--- src/rtl/cv32e40s_csr_bank.sv ---
// cv32e40s_csr_bank
//   Bank of NUM_CSR control/status registers with one write port and one read
//   port. Each register has a per-bit implemented MASK, a reset value,
//   RISC-V write/set/clear ops and an optional sticky write-lock. With
//   SHADOWCOPY = 1 every register keeps a complemented shadow. The shadow is
//   compared on every read and by a background scrubber that raises a sticky
//   alert on any main/shadow mismatch.
//
// Ports
//   clk, rst_n   clock, synchronous active-low reset
//   wr_en_i      write request
//   wr_addr_i    write register index
//   wr_op_i      00 write, 01 set, 10 clear, 11 none (rejected)
//   wr_data_i    write operand
//   wr_lock_i    lock the target after this write (LOCKABLE registers only)
//   wr_err_o     registered pulse: previous write was rejected
//   rd_addr_i    read register index
//   rd_data_o    combinational read data (0 when out of range)
//   rd_error_o   combinational main/shadow mismatch on the read register
//   locked_o     per-register lock status
//   alert_o      sticky integrity alert
//
// Main and shadow flops must be preserved as separate cells by the
// implementation flow (dont_touch constraints), so that synthesis cannot
// merge a register with its complement.
module cv32e40s_csr_bank #(
    parameter int unsigned               NUM_CSR      = 4,
    parameter int unsigned               WIDTH        = 32,
    parameter int unsigned               AW           = 2,
    parameter bit                        SHADOWCOPY   = 1'b1,
    parameter logic [NUM_CSR*WIDTH-1:0]  RESETVALUE   = '0,
    parameter logic [NUM_CSR*WIDTH-1:0]  MASK         = '1,
    parameter logic [NUM_CSR-1:0]        LOCKABLE     = '0,
    parameter int unsigned               SCRUB_PERIOD = 8
) (
    input  logic               clk,
    input  logic               rst_n,
    input  logic               wr_en_i,
    input  logic [AW-1:0]      wr_addr_i,
    input  logic [1:0]         wr_op_i,
    input  logic [WIDTH-1:0]   wr_data_i,
    input  logic               wr_lock_i,
    output logic               wr_err_o,
    input  logic [AW-1:0]      rd_addr_i,
    output logic [WIDTH-1:0]   rd_data_o,
    output logic               rd_error_o,
    output logic [NUM_CSR-1:0] locked_o,
    output logic               alert_o
);

    typedef enum logic {
        S_WAIT,
        S_CHECK
    } scrub_state_e;

    logic [WIDTH-1:0]   reg_val [NUM_CSR];
    logic [NUM_CSR-1:0] mism;
    logic [NUM_CSR-1:0] locked_q;
    logic               wr_err_q;
    logic               alert_q;

    logic               wr_addr_ok;
    logic               rd_addr_ok;
    logic               wr_accept;
    logic               wr_reject;
    logic               wr_locked;
    logic [WIDTH-1:0]   wr_cur;
    logic [WIDTH-1:0]   wr_new;
    logic [WIDTH-1:0]   rd_sel;
    logic               rd_mism;
    logic               scrub_hit;

    assign wr_addr_ok = 32'(wr_addr_i) < NUM_CSR;
    assign rd_addr_ok = 32'(rd_addr_i) < NUM_CSR;

    // Address decode by comparison so out-of-range indices never select an
    // array element; they simply leave the defaults in place.
    always_comb begin
        wr_cur    = '0;
        wr_locked = 1'b0;
        rd_sel    = '0;
        rd_mism   = 1'b0;
        for (int unsigned i = 0; i < NUM_CSR; i++) begin
            if (wr_addr_i == AW'(i)) begin
                wr_cur    = reg_val[i];
                wr_locked = locked_q[i];
            end
            if (rd_addr_i == AW'(i)) begin
                rd_sel  = reg_val[i];
                rd_mism = mism[i];
            end
        end
    end

    always_comb begin
        case (wr_op_i)
            2'b00:   wr_new = wr_data_i;
            2'b01:   wr_new = wr_cur | wr_data_i;
            2'b10:   wr_new = wr_cur & ~wr_data_i;
            default: wr_new = wr_cur;
        endcase
    end

    assign wr_accept = wr_en_i & wr_addr_ok & (wr_op_i != 2'b11) & ~wr_locked;
    assign wr_reject = wr_en_i & ~wr_accept;

    for (genvar g = 0; g < NUM_CSR; g++) begin : g_reg
        localparam logic [WIDTH-1:0] M  = MASK[g*WIDTH +: WIDTH];
        localparam logic [WIDTH-1:0] RV = RESETVALUE[g*WIDTH +: WIDTH] & M;

        logic             we;
        logic [WIDTH-1:0] main_q;

        assign we = wr_accept && (wr_addr_i == AW'(g));

        always_ff @(posedge clk) begin
            if (!rst_n) begin
                main_q <= RV;
            end else if (we) begin
                main_q <= wr_new & M;
            end
        end

        // Unimplemented bits are tied off here, so their flops have no load.
        assign reg_val[g] = main_q & M;

        if (SHADOWCOPY) begin : g_sh
            logic [WIDTH-1:0] shadow_q;

            always_ff @(posedge clk) begin
                if (!rst_n) begin
                    shadow_q <= ~RV;
                end else if (we) begin
                    shadow_q <= ~(wr_new & M);
                end
            end

            assign mism[g] = |(reg_val[g] ^ ~(shadow_q | ~M));
        end else begin : g_nosh
            assign mism[g] = 1'b0;
        end
    end

    always_ff @(posedge clk) begin
        if (!rst_n) begin
            locked_q <= '0;
            wr_err_q <= 1'b0;
        end else begin
            wr_err_q <= wr_reject;
            for (int unsigned i = 0; i < NUM_CSR; i++) begin
                if (LOCKABLE[i] && wr_accept && wr_lock_i && (wr_addr_i == AW'(i))) begin
                    locked_q[i] <= 1'b1;
                end
            end
        end
    end

    if (SHADOWCOPY && (SCRUB_PERIOD > 0)) begin : g_scrub
        localparam int unsigned CW = (SCRUB_PERIOD > 1) ? $clog2(SCRUB_PERIOD) : 1;

        scrub_state_e  state_q, state_d;
        logic [CW-1:0] cnt_q, cnt_d;
        logic [AW-1:0] idx_q, idx_d;

        always_ff @(posedge clk) begin
            if (!rst_n) begin
                state_q <= S_WAIT;
                cnt_q   <= '0;
                idx_q   <= '0;
            end else begin
                state_q <= state_d;
                cnt_q   <= cnt_d;
                idx_q   <= idx_d;
            end
        end

        // CHECK reads the current flop values, so a write landing in the same
        // cycle is judged on the pre-write contents.
        always_comb begin
            state_d   = state_q;
            cnt_d     = cnt_q;
            idx_d     = idx_q;
            scrub_hit = 1'b0;
            case (state_q)
                S_WAIT: begin
                    if (cnt_q == CW'(SCRUB_PERIOD - 1)) begin
                        state_d = S_CHECK;
                        cnt_d   = '0;
                    end else begin
                        cnt_d = cnt_q + CW'(1);
                    end
                end
                S_CHECK: begin
                    for (int unsigned i = 0; i < NUM_CSR; i++) begin
                        if (idx_q == AW'(i)) begin
                            scrub_hit = mism[i];
                        end
                    end
                    idx_d   = (idx_q == AW'(NUM_CSR - 1)) ? '0 : idx_q + AW'(1);
                    state_d = S_WAIT;
                end
                default: state_d = S_WAIT;
            endcase
        end
    end else begin : g_noscrub
        assign scrub_hit = 1'b0;
    end

    always_ff @(posedge clk) begin
        if (!rst_n) begin
            alert_q <= 1'b0;
        end else if (scrub_hit || (rd_addr_ok && rd_mism)) begin
            alert_q <= 1'b1;
        end
    end

    assign rd_data_o  = rd_addr_ok ? rd_sel : '0;
    assign rd_error_o = rd_addr_ok & rd_mism;
    assign wr_err_o   = wr_err_q;
    assign locked_o   = locked_q;
    assign alert_o    = alert_q;

endmodule

--- config.mk ---
export PLATFORM = sky130hd
export DESIGN_NAME = cv32e40s_csr_bank
export DESIGN_NICKNAME = d
export VERILOG_FILES = /design/src/rtl/cv32e40s_csr_bank.sv
export SDC_FILE = /design/constraint.sdc
export NUM_CORES = 1
export LEC_CHECK = 0
export CAP_MARGIN = 20
export CORE_MARGIN = 2
export CORE_UTILIZATION = 49
export CTS_CLUSTER_SIZE = 16
export DETAILED_ROUTE_END_ITERATION = 8
export GPL_TIMING_DRIVEN = 0
export PLACE_DENSITY = 0.68
export SETUP_SLACK_MARGIN = 0.2
export SYNTH_ARGS = -nofsm -noshare
export SYNTH_HDL_FRONTEND = slang
export SYNTH_SLANG_ARGS = --single-unit
--- constraint.sdc ---
create_clock -name clk -period 2.7 [get_ports clk]
set_input_delay 0.54 -clock clk [delete_from_list [all_inputs] [get_ports clk]]
set_output_delay 0.54 -clock clk [all_outputs]
set_load 0.03 [all_outputs]
# Word level (Yosys, flattened, before mapping)
# Cells that the tools add are included.
# word_totals
output_inout_bits	39
latch_bits	0
in_bits	42
mem_bits_rw	0
register_bits	264
romBits	0
n_memories	0
# op_classes
mul	0
n_bitwise	16
reduce_logical	13
shifts	0
n_div	0
muxes	22
eq_ne	13
addsub	2
order_cmp	0
# ops
cell	n
32-bit two-way mux	8
32-bit inverter	6
32-bit OR reduction	4
32-bit bitwise XOR	4
32-bit one-hot mux with 3 select lines	1
32-bit AND	1
32-bit bitwise OR	1
2-bit == test, second input constant	7
1-bit two-way mux	10
2-bit by 1-bit == test with 1-bit output, second input constant	4
2-bit logical NOT	4
1-bit logical AND	4
3-bit by 1-bit adder with 3-bit output, second input constant	1
3-bit == test, second input constant	1
3-bit two-way mux	1
2-bit by 1-bit adder with 2-bit output, second input constant	1
1-bit AND	2
2-bit two-way mux	1
2-bit inequality test, second input constant	1
1-bit inverter	2
1-bit one-hot mux with 2 select lines	1
1-bit logical OR	1

# Logic depth before layout (Yosys ltp)
# Gate-level depths: netlist (run 1).
# logic_depth
word_depth	9
ltp_mapped	8
ltp_nobuf	7

# Worst setup path after synthesis (run 1)
# OpenSTA, ideal clock, no wires.
# synth_timing
path_type	input to output
start	in rd_addr_i[1]
end	out rd_data_o[16]
path_slack_ns	0.304
arrival_time_ns	1.856
path_buffers	2
stages	3
required_time_ns	2.160
path_cell_list	clkbuf_1 buf_2 mux4_1
# synth_between
elab_chain_cells	5
word_cells_on_any_way	8
# synth_rtl
item	line_no	rtl
from (decl)	44	input logic [AW-1:0] rd_addr_i,
2-bit logical NOT	88	if (rd_addr_i == AW'(i)) begin
32-bit two-way mux (3 in a row)	88	
32-bit two-way mux *	88	
to (decl)	45	output logic [WIDTH-1:0] rd_data_o,
# Every way passes the cells marked *; elsewhere a longest branch is shown, timed or not.

# Worst setup path after layout (run 1)
# layout_timing
start	reg g_reg[3].main_q[13]
end	out rd_error_o
# layout_between
elab_chain_cells	3
# layout_rtl
item	line_no	rtl
from (decl)	112	logic [WIDTH-1:0] main_q;
from (signal assigned)	120	main_q <= wr_new & M;
32-bit bitwise XOR	138	assign mism[g] = |(reg_val[g] ^ ~(shadow_q | ~M));
32-bit OR reduction	138	
1-bit two-way mux	88	
to (decl)	46	output logic rd_error_o,
# Every way passes these cells.

==> impl.org, run 1 <==
** Critical path
- Along the worst path, the maximum fanout reaches 4.
- STA classifies the critical path endpoint as an output port.
- The worst setup path is of the reg -> out kind.
- Type of origin of the critical path :: flop
- STA puts the critical path data arrival time at 2.41 ns.
- R2r setup slk :: 0.34 ns
- The endpoint identified for the worst register-to-register timing path is alert_o$_SDFFE_PN0P_.
- Worst reg2reg startpoint :: g_reg[0].main_q[7]$_SDFFE_PN0P_
- For the worst flop-to-flop path, the logic depth is 10.
- Data on the critical path is required at its endpoint by 2.16 ns.

** Floorplanning
- Die span in x :: 160.8 um
- The core region is roughly 24000 um^2.
- The floorplan has 57 rows.
- Number of ports placed on the die boundary :: 81
- The floorplan step defined a die boundary enclosing 25870 um^2.
- Starting density of the core :: around half
- Die Ht :: ~160 um

** Clocking
- Maximum buffer depth of the clock tree :: 3
- Number of H-tree levels :: 1
- Number of hold buffers added after cts :: 0
- CTS sink cnt :: 264
- Clock-pin slew was measured on the worst setup and hold paths at around 0.060 ns.
- Clock Root Buffer :: sky130_fd_sc_hd__clkbuf_16
- In this run, CTS created clock tree buffers numbering 29.
- TritonCTS built the clock tree.
- Source-to-sink clock delay at the later pin of the worst-skew pair :: around 0.56 ns

** STA
- The routed design could run at a clock period as short as just under 3 ns.
- In this run the tightest slew margin relative to its limit is 47.67%.
- Unrepaired setup endpoints after global routing :: yes
- Setup violations remaining at the end of the flow were counted as 1.
- Final period utilization :: 109.4%
- The final hold violation count is 0.
- Measured slew at the worst slew-check pin :: 0.7850 ns
- FMAX :: about 340 MHz
- For the final routed database, the setup TNS stands at -0.2543 ns.
- The final max-slew violation count came to 0.
- Worst Setup Slack, final :: -0.2543 ns
- On the final layout, the worst clock skew is 0.02146 ns.

** Pwr
- Power dissipated by switching net loads :: 2.679 mW
- Per report_power, the sequential group accounts for between 40 and 50% of the total.
- Summed over all cells, the static leakage comes to 5.933 nW.
- Internal Pwr Total :: about 7 mW
- Combinational logic is responsible for 14.6% of the overall power.
- Net switching is 27.49% of the power.
- Worst vdd ir :: 527.7 uV
- The clock network burns 41.6% of the power.
- For this design the ratio of total power to cell area is 658.0 nW/um^2.

** Worst hold path
- Cell count of the worst hold path :: 1
- HP Start :: g_reg[1].g_sh.shadow_q[1]$_SDFFE_PN1P_
- Terminating pin of the worst hold path :: g_reg[1].g_sh.shadow_q[1]$_SDFFE_PN1P_
- Hold/Removal Path Class :: reg -> reg

** Global routing
- The number of global-route vias before repair was 10120.
- The first global-routing pass estimated 62180 um of wire.
- Maximum number of pins on one net before global-route repair :: 15
- Initial antenna violation count :: 0
- All-Layer GR Usage :: between 30% and 40%
- Aggregate global routing overflow :: 0

** Placement
- Total half-perimeter wirelength after legalization and detailed placement :: about 29000 um
- Cell area reported after detailed placement :: about 13000 um^2
- The count of buffers added on input and output ports is 72.
- Routability-driven placement finished with a final weighted congestion of 0.9774.
- Timing analysis after detailed placement gives a worst setup slack of -0.6459 ns.

** Logic synthesis
- Among all flip-flop cells after synthesis, the most frequent one is sky130_fd_sc_hd__dfxtp_1.
- Share of Yosys cell area claimed by the top area cell type :: a little over two fifths
- The mapped netlist covers 12050 um^2.
- The Yosys step of the flow raised 0 warnings.
- Number of synthesized register bits :: 264
- Biggest area contributors in the synthesized netlist :: sky130_fd_sc_hd__dfxtp_1 44%, sky130_fd_sc_hd__nor2_1 8.2%, sky130_fd_sc_hd__a21o_1 7.7%
- In this run the mean area of a mapped cell was between 9 and 10 um^2.
- Number of cells produced by synthesis :: between 1000 and 1500
- Share of synthesized registers carrying an async set or reset :: 0%
- In this run, synthesis inferred 0 flip-flops with an integrated enable.
- Of all cell types, the one taking the most synthesized area is sky130_fd_sc_hd__dfxtp_1.
- Synthesis instantiated 38 different standard cells from the library.
- Of the synthesized area, sequential elements account for 43.85%.

** Flow run
- Max-cap violations in this run came to 0.

** Drt
- The count of nets left with antenna violations once routing finished came out at 0.
- Wires add up to 41770 um.
- Via density per instance :: around 6
- The first TritonRoute pass finished after 5 iterations.
- The first routing iteration left 972 violations.
- Detailed routing inserted a total of approximately 10000 vias.
- Average wire length per cell after detail routing :: 23.92 um
- For this run, design rule violations remaining after detail routing come to 0.

** Cells and area
- Ratio of cells with drive above 1 in the final layout :: 16.32%
- The area growth from synthesis to layout is 22.86%.
- For this run, the post-layout net count is approximately 1400.
- Measured on the finished design, the core utilization comes to 61.07%.
- The number of antenna diodes in the final layout is 0.
- The finished cells cover 14810 um^2.
- The top cell types in the final layout, fill and taps aside, are 262 x sky130_fd_sc_hd__nor2_1, 240 x sky130_fd_sc_hd__dfxtp_1, 157 x sky130_fd_sc_hd__o21ai_0.
- The library cell used most frequently in the layout, excluding fill and tap cells, is sky130_fd_sc_hd__nor2_1.

** Run status
- The checks that failed: setup timing.
- Status :: finished with violations
## sequential cells by signal (all words and copies together), names as in the netlist
signal,flops
g_scrub.cnt_q,3
g.main_q,128
g.g_sh.shadow_q,128
wr_err_o,1
alert_o,1
g_scrub.state_q,1
g_scrub.idx_q,2
## area by class of cell
type / count / area, um^2
Sequential cell: 264 / 5325
Fill cell: 2099 / 9440
Timing Repair Buffer: 82 / 815.8
Clock buffer: 38 / 819.5
Multi-Input combinational cell: 901 / 6693
Buffer: 87 / 461.7
Inverter: 36 / 135.1
Clock inverter: 14 / 152.6
Tap cell: 324 / 405.4
## stage by stage
stage	cells	hold WS, ns	total power [mW]
6_report	1746	0.4712	9.744
3_3_place_gp	1684	0.4524	5.607
4_1_cts	1740	0.4730	9.687
5_1_grt	1746	0.4819	10.03
2_1_floorplan	1288	0.4465	5.102
3_5_place_dp	1684	0.4595	5.628
## Yosys cell counts, types with 2 or more instances
cell and number:
sky130_fd_sc_hd__a211oi_1 9, sky130_fd_sc_hd__a21o_1 123, sky130_fd_sc_hd__a21o_2 5, sky130_fd_sc_hd__a21oi_1 10
sky130_fd_sc_hd__buf_2 17, sky130_fd_sc_hd__buf_4 4, sky130_fd_sc_hd__buf_6 3, sky130_fd_sc_hd__clkbuf_1 61
sky130_fd_sc_hd__dfxtp_1 264, sky130_fd_sc_hd__ha_1 6, sky130_fd_sc_hd__inv_1 36, sky130_fd_sc_hd__mux2i_1 6
sky130_fd_sc_hd__mux4_1 15, sky130_fd_sc_hd__mux4_2 40, sky130_fd_sc_hd__nand2_1 9, sky130_fd_sc_hd__nand4_1 21
sky130_fd_sc_hd__nor2_1 264, sky130_fd_sc_hd__nor2b_1 37, sky130_fd_sc_hd__nor3_1 2, sky130_fd_sc_hd__nor4_1 20
sky130_fd_sc_hd__o21ai_0 157, sky130_fd_sc_hd__o21ai_1 17, sky130_fd_sc_hd__o22ai_1 10, sky130_fd_sc_hd__o32ai_1 9
sky130_fd_sc_hd__xnor2_1 64, sky130_fd_sc_hd__xor2_1 64
## power by group through the flow
stage / registers [mW] / clock network, mW / logic [mW]
finish: 4.27 / 4.05 / 1.42
detailed placement: 4.33 / 0 / 1.30
floorplan: 4.29 / 0 / 0.812
global route: 4.29 / 4.24 / 1.50
global placement: 4.32 / 0 / 1.29
CTS: 4.26 / 4.06 / 1.36
## worst max path at each step
stage	startpoint	end	slack, ns	cells past startpoint
2_1_floorplan	rd_addr_i[1]	rd_data_o[16]	0.30	3
3_3_place_gp	rd_addr_i[0]	rd_data_o[20]	-0.61	4
3_5_place_dp	rd_addr_i[0]	rd_data_o[20]	-0.65	4
4_1_cts	g_reg[2].g_sh.shadow_q[15]$_SDFFE_PN1P_	rd_error_o	-0.15	7
5_1_grt	g_reg[2].main_q[15]$_SDFFE_PN0P_	rd_error_o	-0.28	7
6_report	g_reg[3].main_q[13]$_SDFFE_PN0P_	rd_error_o	-0.25	7
## worst max-delay path, stage by stage (launching register included)
cell                      delay [ns]
sky130_fd_sc_hd__dfxtp_1        0.43
sky130_fd_sc_hd__xor2_2         0.26
sky130_fd_sc_hd__nand4_1        0.18
sky130_fd_sc_hd__nor4_2         0.35
sky130_fd_sc_hd__nand2_1        0.19
sky130_fd_sc_hd__mux2i_1        0.17
sky130_fd_sc_hd__mux2i_1        0.11
sky130_fd_sc_hd__buf_4          0.18
## metal layers
metal | vias to the layer above | wire (um) | global-route usage (%)
li1 | 4679 | - | -
met1 | 5160 | 16520 | 41.53
met2 | 535 | 18760 | 50.43
met3 | 119 | 4540 | 8.807
met4 | 0 | 1953 | 13.72
met5 | - | 0 | 0
## timing repair
item / 4_1_cts / 5_1_grt
buffers inserted: 4 / 6
pin swaps: 26 / 11
resized for setup: 115 / 68
setup endpoints to repair: 113 / 208
## cell families after synthesis
logic type               share of synthesized area, %
AO/OA/AOI/OAI                                   17.63
XOR/XNOR                                        9.301
buffers and inverters                           4.329
flip-flops                                      43.85
AND/OR/NAND/NOR                                 12.90
adder cells (fa/ha/maj)                        0.6228
other                                         0.03111
multiplexers                                    11.34
(Power assumes the default switching activity.)
==> run 2: changes to the inputs <==
--- a/config.mk
+++ b/config.mk
@@ -5,6 +5,7 @@
 export SDC_FILE = /design/constraint.sdc
 export NUM_CORES = 1
 export LEC_CHECK = 0
+export ABC_AREA = 1
 export CAP_MARGIN = 20
 export CORE_MARGIN = 2
 export CORE_UTILIZATION = 49
==> run 2 against run 1 <==
  * Largest power group is now clock
  * Die area is 10% higher
  * Global-route usage is 4.0 points higher
  * Design area is 10% higher
  * Sequential cell count stayed put
  * The flow still finishes with violations (setup timing)
  * Synthesized cell count is 58% higher
  * First-iteration DRC count is 48% higher
  * Via count is 37% higher
  * Combinational power is 19% higher
  * Non-clock buffer count is 62 higher
  * Count of clock-buffer cells in the layout is 1 higher
  * Clock skew is 0.011 ns lower
  * Hold slack worse by 0.00087 ns
==> impl.org, run 2 <==
** Logic synthesis
- Prevailing post-synth register cell :: sky130_fd_sc_hd__dfxtp_1
- By area, the combinational part of the netlist is dominated by simple AND/OR/NAND/NOR gates.
- Synth Area in XOR/XNOR :: 1.185%
- Synth warnings :: 0
- Proportion of synthesized chip area in sequential cells :: 39.73%
- Share of synthesized cell area in and, or, nand and nor gates :: between 20 and 30%
- In this run, distinct cell masters in the synthesized netlist total 35.
- Most instantiated library cell after synthesis :: sky130_fd_sc_hd__nand2_1
- Compound-Gate Fraction of Synth Area :: 19.72%
- The synthesized netlist devotes less than 1% of its cell area to adder and majority cells.
- Multiplexer fraction of the synthesized cell area :: 0%
- Post-synth top cells :: 679 x sky130_fd_sc_hd__nand2_1, 264 x sky130_fd_sc_hd__dfxtp_1, 246 x sky130_fd_sc_hd__inv_1
- Cell area after synthesis :: 13300 um^2
- The cell count after synthesis came out at 2033.
- Share of Yosys cell area claimed by the top area cell type :: 39.73%
- Number of flops mapped to enable cells by yosys :: 0
- Number of synthesized register bits :: 264
- Counting flops with an async set or reset pin after synthesis yields a share of 0%.
- In the post-synthesis netlist, the biggest area contributors are sky130_fd_sc_hd__dfxtp_1 40%, sky130_fd_sc_hd__nand2_1 19%, sky130_fd_sc_hd__inv_1 6.9%.
- Library cell with the largest summed area after synthesis :: sky130_fd_sc_hd__dfxtp_1
- Average instance area after synthesis :: between 6 and 7 um^2

** Clocking
- Clock buffers created by TritonCTS :: 30
- Source-to-sink clock delay at the later pin of the worst-skew pair :: 0.56 ns
- CTS saw 264 sinks.
- The clock passes through at most 3 buffers.
- Clock Root Buffer :: sky130_fd_sc_hd__clkbuf_16
- Number of H-tree levels :: 1
- After clock tree synthesis, the clock-pin slew on the worst setup and hold paths is 0.06 ns.
- TritonCTS clock tree :: yes

** Floorplanning
- The die is 168.8 um wide.
- Starting density of the core :: 49.64%
- The die covers 28490 um^2.
- Die Ht :: about 170 um
- The initialized floorplan defines 60 standard-cell rows.
- For this design the top-level I/O count stands at 81.
- Core area :: 26800 um^2

** Drt
- Average wire length per cell after detail routing :: 20.19 um
- The count of nets left with antenna violations once routing finished came out at 0.
- Summed over all nets, wire length on met2 after detailed routing comes to 23480 um.
- In the routed layout, each cell is associated on average with a via count of 5.618.
- For this block, wires on met1 add up to 21390 um.
- Wire segments on met3 add up to 3490 um in the final route.
- Highest routed layer :: met4
- Final routed wirelength across all metal layers :: 51740 um
- DRC violation count after routing :: 0
- The first detailed-routing pass took 6 iterations.
- After the first detailed-routing iteration, the DRC count stood at ~1400.
- Summing over every cut layer, the via total after detailed routing is 14400.

** Cells and area
- In the final layout, the share of cells above drive strength 1 is 17.87%.
- Relative to the synthesized area, the layout overhead comes to 22.65%.
- The library cell used most frequently in the layout, excluding fill and tap cells, is sky130_fd_sc_hd__nand2_1.
- Antenna diode instance count :: 0
- Number of filler cells placed in the layout :: ~2600
- Top flop regs :: g.g_sh.shadow_q: 128 flops, g.main_q: 128 flops, g_scrub.cnt_q: 3 flops
- Util after Layout :: 60.88%
- Final Net Count :: 2246
- Footprint of the multi-input gates :: 6943 um^2
- Leaving out fill and tap cells, the most frequent cells in the layout are 654 x sky130_fd_sc_hd__nand2_1, 204 x sky130_fd_sc_hd__dfxtp_1, 193 x sky130_fd_sc_hd__inv_1.
- Registers take 5388 um^2.

** Pwr
- Part of the total power dissipated in combinational logic :: 16.4%
- Power dissipated by switching net loads :: 2.966 mW
- Of the total power, the clock network draws between 40% and 50%.
- The internal power of the cells totals 7.322 mW.
- Switching share of power :: 28.83%
- Pwr Density :: 630.5 nW/um^2
- Power share of the sequential group :: 41.1%
- The analysis attributes to cell leakage a power of just over 8 nW.
- Worst vdd ir :: about 500 uV

** Critical path
- In this run the critical register-to-register path is launched from g_reg[0].main_q[2]$_SDFFE_PN0P_.
- The setup path with the least slack is of type reg -> out.
- R2r setup slk :: 0.10 ns
- Reg2Reg Depth :: 23
- Crit path DAT :: approximately 2.2 ns
- R2R Path End :: alert_o$_SDFFE_PN0P_
- Endpoint type of the worst setup path :: output port
- The worst setup path is launched from a flop.
- CP Data Required Time :: approximately 2.2 ns
- Highest net fanout along the worst path :: 3

** Placement
- Routability-driven placement finished with a final weighted congestion of between 1 and 1.5.
- # port buffers :: 75
- Post-Place Worst Slack :: -1.101 ns
- The wire-length estimate of the detail-placed layout is 40040 um.

** Worst hold path
- Terminating pin of the worst hold path :: g_reg[3].main_q[23]$_SDFFE_PN0P_
- The startpoint identified for the worst hold timing path is g_reg[3].main_q[23]$_SDFFE_PN0P_.
- The worst hold path was traced through 2 stages.
- The tightest min-delay check is of the reg -> reg type.

** Global routing
- Entering global routing, the biggest net connects 15 pins.
- Number of global-route vias before repair :: approximately 14000
- Aggregate global routing overflow :: 0
- Wire length of the first global-routing pass :: 77580 um
- Initial antenna violation count :: 0
- All-Layer GR Usage :: a little over a third

** Flow run
- The tool flagged a number of max-cap violations equal to 0.

** STA
- In the post-route analysis, the smallest setup slack over all paths is -0.01123 ns.
- Clk_skew :: 0.01022 ns
- Final period utilization :: 100.4%
- Timing would allow up to between 300 and 400 MHz.
- Across all hold checks on the routed design, the worst slack comes to ~0.47 ns.
- Clock period minus final worst setup slack :: 2.711 ns
- The final hold violation count was 0.
- Setup violations remaining at the end of the flow were counted as 1.
- At the pin with the least slew margin, the transition time is 0.9227 ns.
- Number of slew-limit violations in the final report :: 0
- Unrepaired setup endpoints after global routing :: yes
- Post-Route Setup TNS :: -0.01123 ns
- Worst slew margin relative to its limit :: 38.49%

** Run status
- The flow ran to the end, but the final reports show violations.
- Violations in the final reports :: setup timing
## run 2: cell count changes in the layout (fill, tap and decap cells not counted), moves of 66 or more
cell                      previous run  this run
sky130_fd_sc_hd__a21o_1            123         0
sky130_fd_sc_hd__a21oi_1            10       142
sky130_fd_sc_hd__nand2_1             8       654
sky130_fd_sc_hd__o21ai_0           157        91
sky130_fd_sc_hd__nor2_1            262       182
sky130_fd_sc_hd__inv_1              36       193
## run 2: area by class of cell
class	instances	area share (%)
Multi-Input combinational cell	1414	42.55
Sequential cell	264	33.02
Timing Repair Buffer	130	6.242
Inverter	257	5.912
Clock buffer	39	5.429
Buffer	101	3.083
Tap cell	341	2.615
Clock inverter	17	1.150
## run 2: logic make-up after synthesis
logic type               Yosys count
AND/OR/NAND/NOR                  965
AO/OA/AOI/OAI                    421
buffers and inverters            358
flip-flops                       264
XOR/XNOR                          18
adder cells (fa/ha/maj)            6
other                              1
## run 2: worst max path at each step
stage | start | to | slack (ns) | depth (start not counted)
final | g_reg[3].main_q[3]$_SDFFE_PN0P_ | rd_error_o | -0.01 | 10
after global routing | g_reg[0].main_q[6]$_SDFFE_PN0P_ | rd_error_o | -0.06 | 10
after CTS | g_reg[1].main_q[24]$_SDFFE_PN0P_ | rd_error_o | 0.03 | 11
after detailed placement | rd_addr_i[1] | rd_data_o[30] | -1.10 | 7
after global placement | rd_addr_i[1] | rd_data_o[30] | -1.16 | 7
after floorplan | rd_addr_i[1] | rd_data_o[10] | 0.54 | 6
## run 2: power by group through the flow
stage	sequential [mW]	clock, mW	combinational, mW
after floorplan	4.26	0	0.962
after global placement	4.29	0	1.50
after detailed placement	4.30	0	1.51
after CTS	4.22	4.40	1.58
after global routing	4.24	4.57	1.83
final	4.22	4.38	1.69
## run 2: repair_timing
action | 4_1_cts | 5_1_grt
hold buffers | 0 | 0
resized for setup | 325 | 117
pin swaps | 21 | 47
setup buffers | 29 | 26
endpoints found under the setup margin | 79 | 85
## run 2: per-stage QoR
step	cell area [um^2]	instances	total power, mW
floorplan	13320	2036	5.219
global placement	14490	2452	5.788
detailed placement	14490	2452	5.808
CTS	15990	2537	10.20
global route	16320	2563	10.63
finish	16320	2563	10.29
## run 2: routing by layer
layer / global-route usage, % / vias up
li1: - / 6898
met1: 45.11 / 6732
met2: 59.25 / 611
met3: 4.980 / 159
met4: 21.25 / 0
met5: 0 / -
## run 2: worst max-delay path, cell delays in order, from the launching register on
cell and delay, ns:
sky130_fd_sc_hd__dfxtp_1 0.35, sky130_fd_sc_hd__nor2_1 0.09, sky130_fd_sc_hd__nor2_1 0.12, sky130_fd_sc_hd__nand2_1 0.05, sky130_fd_sc_hd__nor2_1 0.11, sky130_fd_sc_hd__nand2_1 0.10, sky130_fd_sc_hd__nor2_2 0.17, sky130_fd_sc_hd__nand2_2 0.10
sky130_fd_sc_hd__nand2_2 0.07, sky130_fd_sc_hd__nand4_1 0.22, sky130_fd_sc_hd__buf_6 0.23
==> run 3: changes to the inputs <==
--- a/config.mk
+++ b/config.mk
@@ -7,7 +7,7 @@
 export LEC_CHECK = 0
 export ABC_AREA = 1
 export CAP_MARGIN = 20
-export CORE_MARGIN = 2
+export CORE_MARGIN = 1
 export CORE_UTILIZATION = 49
 export CTS_CLUSTER_SIZE = 16
 export DETAILED_ROUTE_END_ITERATION = 8
@@ -17,3 +17,4 @@
 export SYNTH_ARGS = -nofsm -noshare
 export SYNTH_HDL_FRONTEND = slang
 export SYNTH_SLANG_ARGS = --single-unit
+export TNS_END_PERCENT = 1
==> run 3 against run 2 <==
  * The flow still finishes with violations (setup timing)
  * Core utilization down 0.84 points
  * Largest cell class unchanged
  * Design area is 3.0% lower
  * Critical path depth is 1 higher
  * Non-clock buffer count decreased by 40
  * Global-route usage is 0.26 points higher
  * Combinational power fell by 5%
  * First-iteration DRC count decreased by 2.4%
  * Clock skew rose by 0.0028 ns
  * Final cell count fell by 2.0%
  * Fmax fell by 1.9%
  * Sequential share of layout area is 0.71 points higher
  * Via count is 1.6% lower
==> impl.org, run 3 (synthesized netlist as in run 2, its figures left out) <==
** Run status
- The run finished, with violations left.
- Violations in the final reports :: setup timing

** Cells and area
- For this run, the number of standard cells in the final layout without fillers is 2513.
- Ratio of cells with drive above 1 in the final layout :: 12.99%
- Final Net Count :: roughly 2200
- Highest-count cells in the layout ignoring fill and taps :: 665 x sky130_fd_sc_hd__nand2_1, 234 x sky130_fd_sc_hd__dfxtp_1, 210 x sky130_fd_sc_hd__inv_1
- Finished layout cell area :: between 15000 and 20000 um^2
- The area growth from synthesis to layout is 18.94%.
- In the final layout, the registers with the most flip-flops are g.g_sh.shadow_q: 128 flops, g.main_q: 128 flops, g_scrub.cnt_q: 3 flops.
- Leading cell type in the layout, fill and taps excluded :: sky130_fd_sc_hd__nand2_1
- Antenna diode instance count :: 0
- Util after Layout :: between 60% and 70%

** Drt
- After detailed routing, the number of vias per cell comes to 5.640.
- The count of nets left with antenna violations once routing finished came out at 0.
- After detailed routing, the number of remaining DRC violations is 0.
- Final routed wirelength across all metal layers :: 50940 um
- The routed layout has between 10000 and 15000 vias.
- Dividing the detail-routed wire length by the instance count gives 20.27 um.
- The detailed router finished its first iteration with 1402 violations.
- The first detailed-routing pass ran for 6 iterations.

** Clocking
- TritonCTS built the clock tree.
- In this run, CTS created clock tree buffers numbering 29.
- The tree built by TritonCTS fans out to 264 sinks.
- Number of hold buffers added after cts :: 0
- At the later pin of the worst-skew pair, clock insertion delay measures 0.56 ns.
- Clock-pin slew was measured on the worst setup and hold paths at around 0.06 ns.
- Clock Root Buffer :: sky130_fd_sc_hd__clkbuf_16
- The longest clock path from root to sink contains 3 buffers.
- Number of H-tree levels :: 1

** Pwr
- VDD sags by at most around 470 uV.
- Pwr Density :: 622.4 nW/um^2
- Total power :: 9.849 mW
- The analysis attributes to cell leakage a power of roughly 7.8 nW.

** Critical path
- Setup CP Type :: reg -> out
- For the worst setup path, the data required time is 2.16 ns.
- For this design, the slowest cell found on the critical path is sky130_fd_sc_hd__dfxtp_1.
- R2r setup slk :: ~0.90 ns
- Crit path DAT :: around 2.2 ns
- Max incr delay on CP :: approximately 0.32 ns
- The signal on the critical path passes through inv_2 -> nand2_1 -> nand2_2 -> nand2_1 -> nor2_1 -> nand2_1 -> nor2_2 -> nand2_2 -> nand2_2 -> nand4_1 -> buf_6.
- Endpoint type of the worst setup path :: output port
- Highest net fanout along the worst path :: 4
- STA classifies the critical path startpoint as a flop.

** Floorplanning
- The region available for standard cell placement spans 26350 um^2.
- From left edge to right edge, the die measures 166.8 um.
- Full die area :: 27810 um^2
- Die Ht :: 166.8 um
- Number of ports placed on the die boundary :: 81
- For this configuration, the core starts out at a cell density of approximately half.
- After floorplanning, the core was divided into 59 placement rows.

** Worst hold path
- The min-delay analysis places its worst path in the category reg -> reg.

** Global routing
- Aggregate global routing overflow :: 0
- Maximum number of pins on one net before global-route repair :: 15
- The number of global-route vias before repair is 13030.
- Across every metal layer, demand over resource in global routing totals a little over a third.
- Initial antenna violation count :: 0
- The first global-routing pass estimated 75890 um of wire.

** Placement
- Counting tap cells, the placed design contains a total of 2446 instances.
- Post-Place Worst Slack :: -1.049 ns
- # port buffers :: 75
- Routability-driven placement finished with a final weighted congestion of 1.006.
- Cell area reported after detailed placement :: 14490 um^2
- Total half-perimeter wirelength after legalization and detailed placement :: about 40000 um

** STA
- The worst path in the final design needs a cycle of approximately 2.8 ns, including I/O delays and setup.
- Worst slew margin relative to its limit :: 37.83%
- FMAX :: 362.0 MHz
- Final hold analysis gives a worst-case slack of 0.4690 ns.
- In the finished design, the share of the clock period the worst path needs comes to 102.3%.
- The final max-slew violation count came to 0.
- Setup repair after global routing could not meet its margin everywhere.
- On the final layout, the worst clock skew is 0.01302 ns.
- Finish-stage setup viols :: 1
- In the final timing run, aggregate negative setup slack is -0.06270 ns.
- Once routing completed, OpenROAD measured the worst setup slack at -0.06270 ns.
- For the pin with the worst max-slew slack, the measured transition is 0.9326 ns.
- The final hold violation count was 0.

** Flow run
- Across the run, the number of max-cap violations was 0.
[run 3: cell count changes in the layout (fill, tap and decap cells not counted), moves of 8 or more]
cell / before / now
sky130_fd_sc_hd__buf_4: 63 / 21
sky130_fd_sc_hd__dfxtp_1: 204 / 234
sky130_fd_sc_hd__dfxtp_2: 49 / 24
sky130_fd_sc_hd__inv_1: 193 / 210
sky130_fd_sc_hd__inv_2: 62 / 45
sky130_fd_sc_hd__clkdlybuf4s15_2: 2 / 14
sky130_fd_sc_hd__nand2_2: 24 / 12
sky130_fd_sc_hd__buf_2: 47 / 36
sky130_fd_sc_hd__nand2_1: 654 / 665
sky130_fd_sc_hd__a221oi_1: 6 / 14
[run 3: what timing repair did]
action | 4_1_cts | 5_1_grt
setup endpoints to repair | 73 | 76
pin swaps | 3 | 29
buffers inserted | 0 | 15
resized for setup | 264 | 72
[run 3: metal layers]
layer	share of wire [%]	routed length (um)	track usage, %
met5	0	0	0
met1	41	21140	46.11
met2	46	23250	60.36
met4	5.8	2949	18.12
met3	7.1	3603	4.824
[run 3: worst paths after layout]
| check | from | endpoint | cells past startpoint |
|---|---|---|---|
| setup / recovery | g_reg[3].main_q[8]$_SDFFE_PN0P_ | rd_error_o | 11 |
| hold / removal | g_reg[3].main_q[5]$_SDFFE_PN0P_ | g_reg[3].main_q[5]$_SDFFE_PN0P_ | 2 |
| setup reg to reg | g_reg[3].main_q[8]$_SDFFE_PN0P_ | alert_o$_SDFFE_PN0P_ | 12 |
| hold reg to reg | g_reg[3].main_q[5]$_SDFFE_PN0P_ | g_reg[3].main_q[5]$_SDFFE_PN0P_ | 2 |
[run 3: final cells by class]
class | count | area [um^2]
Fill cell | 2501 | 10530
Multi-Input combinational cell | 1414 | 6885
Sequential cell | 264 | 5338
Inverter | 257 | 964.7
Clock buffer | 43 | 858.3
Timing Repair Buffer | 90 | 787.0
Buffer | 101 | 473.0
Tap cell | 335 | 419.2
Clock inverter | 9 | 98.84
[run 3: where the power goes]
part           switching [mW]  leakage (nW)  internal [mW]
sequential              0.146          2.17           4.07
clock                    1.64         0.478           2.37
combinational            1.09          5.13          0.520
[run 3: worst max-delay path: cells and delay by family, from the launching register on]
family                 cells  cell delay, ns
buffers and inverters      2            0.34
DFF                        1            0.32
and+or+nand+nor            9            1.01
